## src/rtl/corefifo_ptr_sync_nstage.sv

```systemverilog
// N-stage synchronizer for gray-coded FIFO pointers entering the clk domain.
// Adds a gray-to-binary output, a per-update change strobe, and a gray integrity checker.
module corefifo_ptr_sync_nstage #(
    parameter int ADDRWIDTH   = 3,
    parameter int STAGES      = 2,
    parameter int CHK_GRAY    = 1,
    parameter int BIN_OUT_REG = 1,
    parameter int ERRCNT_W    = 8
) (
    input  logic                clk,
    input  logic                rstn,
    input  logic [ADDRWIDTH:0]  inp,
    input  logic                err_clr,
    output logic [ADDRWIDTH:0]  sync_out,
    output logic [ADDRWIDTH:0]  sync_bin,
    output logic                ptr_chg,
    output logic                gray_err,
    output logic [ERRCNT_W-1:0] err_cnt
);

    localparam int W = ADDRWIDTH + 1;

    if (STAGES < 2 || STAGES > 4) begin : g_bad_stages
        $error("corefifo_ptr_sync_nstage: STAGES must be in 2..4");
    end

    function automatic logic [W-1:0] gray2bin(input logic [W-1:0] g);
        logic [W-1:0] b;
        b[W-1] = g[W-1];
        for (int i = W - 2; i >= 0; i--) begin
            b[i] = b[i+1] ^ g[i];
        end
        return b;
    endfunction

    logic [STAGES-1:0][W-1:0] stage;
    logic [W-1:0]             sync_out_d;
    logic [W-1:0]             diff;
    logic                     chg;
    logic [W-1:0]             bin_comb;

    always_ff @(posedge clk or negedge rstn) begin
        if (!rstn) begin
            stage      <= '0;
            sync_out_d <= '0;
        end else begin
            stage      <= {stage[STAGES-2:0], inp};
            sync_out_d <= stage[STAGES-1];
        end
    end

    assign sync_out = stage[STAGES-1];
    assign diff     = sync_out ^ sync_out_d;
    assign chg      = (diff != '0);
    assign bin_comb = gray2bin(sync_out);

    if (BIN_OUT_REG != 0) begin : g_bin_reg
        always_ff @(posedge clk or negedge rstn) begin
            if (!rstn) begin
                sync_bin <= '0;
                ptr_chg  <= 1'b0;
            end else begin
                sync_bin <= bin_comb;
                ptr_chg  <= chg;
            end
        end
    end else begin : g_bin_comb
        assign sync_bin = bin_comb;
        assign ptr_chg  = chg;
    end

    // A step is judged once, in the cycle sync_out differs from its history,
    // so a bad value that then holds is counted a single time.
    if (CHK_GRAY != 0) begin : g_chk
        logic viol;
        assign viol = ($countones(diff) > 1);

        always_ff @(posedge clk or negedge rstn) begin
            if (!rstn) begin
                gray_err <= 1'b0;
                err_cnt  <= '0;
            end else if (viol) begin
                gray_err <= 1'b1;
                if (err_clr) begin
                    err_cnt <= ERRCNT_W'(1);
                end else if (err_cnt != '1) begin
                    err_cnt <= err_cnt + 1'b1;
                end
            end else if (err_clr) begin
                gray_err <= 1'b0;
                err_cnt  <= '0;
            end
        end
    end else begin : g_no_chk
        assign gray_err = 1'b0;
        assign err_cnt  = '0;
    end

endmodule

```

## config.mk

```make
export PLATFORM = sky130hd
export DESIGN_NAME = corefifo_ptr_sync_nstage
export DESIGN_NICKNAME = d
export VERILOG_FILES = /design/src/rtl/corefifo_ptr_sync_nstage.sv
export SDC_FILE = /design/constraint.sdc
export NUM_CORES = 1
export LEC_CHECK = 0
export BUFFER_PORTS_ARGS = -buffer_cell sky130_fd_sc_hd__buf_2
export CORE_MARGIN = 2
export CORE_UTILIZATION = 46
export CTS_CLUSTER_DIAMETER = 120
export DETAILED_ROUTE_END_ITERATION = 6
export GPL_TIMING_DRIVEN = 1
export MAX_ROUTING_LAYER = met4
export PLACE_DENSITY = 0.73
export RECOVER_POWER = 25
export SLEW_MARGIN = 5
export SYNTH_ARGS = -nofsm -noshare
export SYNTH_HDL_FRONTEND = slang
export SYNTH_SLANG_ARGS = --single-unit
```

## constraint.sdc

```tcl
create_clock -name clk -period 2.26 [get_ports clk]
set_input_delay 0.113 -clock clk [delete_from_list [all_inputs] [get_ports clk]]
set_output_delay 0.113 -clock clk [all_outputs]
set_load 0.02 [all_outputs]
```

==> metrics.json <==
{
  "antenna_found_initial": 0,
  "largest_clock_skew_in_the_final_design_ns": 0.00670,
  "gp_routability_congestion": 0.907,
  "critical_path.slowest_cell": "fa_1",
  "path_clk_slew_ns": 0.14,
  "p_int_w": 0.000652,
  "crit_required_ns": 2.52,
  "grt_util_all_layers_pct": 15.2,
  "floorplan.initialDensity_pct": 48.5,
  "ff2ff_path_depth": 6,
  "cp-start-kind": "flip-flop",
  "asyncSetResetFlopFracSynth_pct": 100,
  "layout_worst_path_cycle_share_pct": 97.0,
  "grt-ovfl-total": 0,
  "detailroute.via_count": 768,
  "worst-endpoint-arrival_ns": 2.45,
  "floorplan.die.height_um": 52.1,
  "seq_total_area_yosys_pct": 58.9,
  "fp.coreArea_mm2": 0.00219,
  "critical_path_peak_fanout": 9,
  "clock_sinks": 25,
  "areaGrowthSynthToFinish_pct": 23.3,
  "place.detailed.hpwl_mm": 1.28,
  "crit_path_end_kind": "flip-flop",
  "antenna_diode_count": 0,
  "path_class": "flip-flop to flip-flop",
  "insertion_delay_ns": 0.32,
  "crit_start": "sync_out[1]",
  "timing.final.hold_violations": 0,
  "nNetsFinal": 130,
  "number_of_optimization_iterations_in_the_first_detailed_route_pass": 4,
  "hold_class": "input pin to flip-flop",
  "cellPowerDensity_mw_per_mm2": 730,
  "hold_path.startpoint": "err_clr",
  "achievable-frequency_mhz": 456,
  "drive_gt1_share_pct": 33.6,
  "power.share.switching_pct": 31.9,
  "report.final.slew_viol_count": 0,
  "route.antenna.remaining_nets": 0,
  "report.final.setup_viol": 0,
  "yosysWarnings": 0,
  "first_global_vias": 693,
  "finalNonFillerCells": 147,
  "synth_seq_cells": 25,
  "drt_wl_total_mm": 1.92,
  "switchingPower_w": 0.000305,
  "ctsLongestPathBuffers": 2,
  "crit_path_cell_trace": "xnor2_2 -> inv_1 -> fa_1 -> a21oi_4 -> or4_1 -> a21oi_1",
  "relSlewSlack_pct": 14.3,
  "reported_leakage_power_nw": 0.608,
  "avgViaCountPerCell": 5.22,
  "buffers_added_on_ports": 24,
  "dp.cells": 133,
  "cts_root_buffer": "clkbuf_4",
  "total_cts_buffers": 3,
  "netlist_area_mm2": 0.00106,
  "yosysUniqueCellTypes": 31,
  "p_comb_share_pct": 24.9,
  "fp-row-count": 17,
  "wl_per_cell_um": 13.1,
  "worst_setup_path_endpoint": "err_cnt[3]",
  "drt_drc_violations_left": 0,
  "synth_fp_nets": 97,
  "ios": 25,
  "worst-slew-pin-transition_ns": 1.28,
  "r2r_slack_ns": 0.07,
  "critical_path.max_stage_delay_ns": 0.61,
  "tritoncts": "yes",
  "max-cap-violations": 0,
  "die_area_mm2": 0.00271,
  "netlist_instances": 87,
  "syn-mean-instance-area_um2": 12.2,
  "grt_pass1_wl_mm": 2.92,
  "part_of_the_total_power_dissipated_in_the_clock_network_pct": 20.9,
  "sequential_power_share_pct": 54.2,
  "clock_tree.htree_level_count": 1,
  "reg2reg_from": "sync_out[1]",
  "number_of_enable_flip_flop_cells_after_synthesis": 0,
  "drt_first_iter_violations": 11,
  "timing.final.crit_period_ns": 2.19,
  "highest_count_cells_in_the_layout_ignoring_fill_and_taps": "dfrtp_1, buf_2, dlygate4sd3_1, buf_4",
  "vdd.ir_drop.worst_uv": 417,
  "grt_start_max_net_pins": 26,
  "total_power_w": 0.000957,
  "synthFlopType": "dfrtp_1",
  "dieWidth_um": 52.1,
  "timing.rr.end": "err_cnt[3]",
  "outcome": "complete, no violations"
}
-- how the worst min path moves through the flow --
stage / to / slack, ns / cells after the start
6_report: err_cnt[3] / 0.09 / 2
5_1_grt: err_cnt[4] / 0.09 / 2
4_1_cts: err_cnt[4] / 0.08 / 2
3_5_place_dp: err_cnt[1] / 0.13 / 1
3_3_place_gp: err_cnt[1] / 0.12 / 1
2_1_floorplan: err_cnt[0] / -0.18 / 0
-- sequential cells by signal (all words and copies together), names as in the netlist --
register / cells
err_cnt: 8
gray_err: 1
ptr_chg: 1
stage: 4
sync_bin: 4
sync_out: 4
sync_out_d: 3
-- routing by layer --
metal,vias up,global-route usage (%),part of all wire (%)
met4,0,9.21,2.4
met3,5,2.59,3.8
li1,365,-,-
met2,22,24.3,53
met5,-,-,0
met1,376,18.1,41
-- synthesized netlist by cell type (2+ instances only) --
master   instances  area share, %
nand3_1          3            1.4
xnor2_1          2            1.6
nor2b_1          3            1.8
dfrtp_1         25             59
nor3_1           3            1.4
inv_1            4            1.4
o21ai_0          3            1.4
xor2_1           4            3.3
or4_1            2            1.4
ha_1             2            2.4
nand2_1          4            1.4
buf_4            5            3.5
o31ai_1          2            1.4
and3_1           2            1.2
a21oi_1          4            1.9
nor2_1           4            1.4
-- critical path: cells and delay by family, from the launching register on --
kind / cells / cell delay [ns]
adder cells (fa/ha/maj): 1 / 0.61
AND/OR/NAND/NOR: 1 / 0.52
flip-flops: 1 / 0.46
AO/OA/AOI/OAI: 2 / 0.27
XOR/XNOR: 1 / 0.18
buffers and inverters: 1 / 0.08
-- cells by family (layout without fill, tap and decap cells) --
logic type	Yosys count	after routing	synth area share (%)
multiplexers	1	1	1.06
buffers and inverters	11	43	6.36
adder cells (fa/ha/maj)	3	3	4.24
AO/OA/AOI/OAI	15	15	9.54
AND/OR/NAND/NOR	25	25	13.4
flip-flops	25	25	58.9
XOR/XNOR	7	7	6.48
-- area by class of cell --
cell class              instances  area (um^2)
repair buffers                 35          210
clock buffers                   3         22.5
multi-input cells              51          392
inverters                       4         15.0
flip-flops and latches         25          628
clock inverters                 1         7.51
fillers                       192          881
well taps                      28         35.0
-- stage by stage --
| stage | hold slack [ns] | worst slack [ns] | cell area (um^2) | TNS [ns] | util (%) |
|---|---|---|---|---|---|
| finish | 0.0888 | 0.0680 | 1310 | 0 | 59.8 |
| global route | 0.0858 | -0.0283 | 1310 | -0.0765 | 59.8 |
| CTS | 0.0817 | 0.00986 | 1250 | 0 | 57.2 |
| detailed placement | 0.128 | 0.0434 | 1170 | 0 | 53.5 |
| global placement | 0.122 | 0.144 | 1170 | 0 | 53.5 |
| floorplan | -0.183 | 0.121 | 1060 | 0 | - |
-- power groups by stage --
| stage | logic (W) | clock network, W | registers (W) |
|---|---|---|---|
| floorplan | 0.000110 | 0 | 0.000560 |
| global placement | 0.000200 | 0 | 0.000524 |
| detailed placement | 0.000206 | 0 | 0.000527 |
| CTS | 0.000214 | 0.000208 | 0.000517 |
| global route | 0.000260 | 0.000228 | 0.000525 |
| finish | 0.000238 | 0.000200 | 0.000518 |
-- what timing repair did --
| action | in CTS | in global routing |
|---|---|---|
| resized for setup | 0 | 5 |
| endpoints found under the hold margin | 29 | 0 |
| hold buffers | 5 | 0 |
| endpoints found under the setup margin | 0 | 7 |
| setup buffers | 0 | 5 |
(Power assumes the default switching activity.)
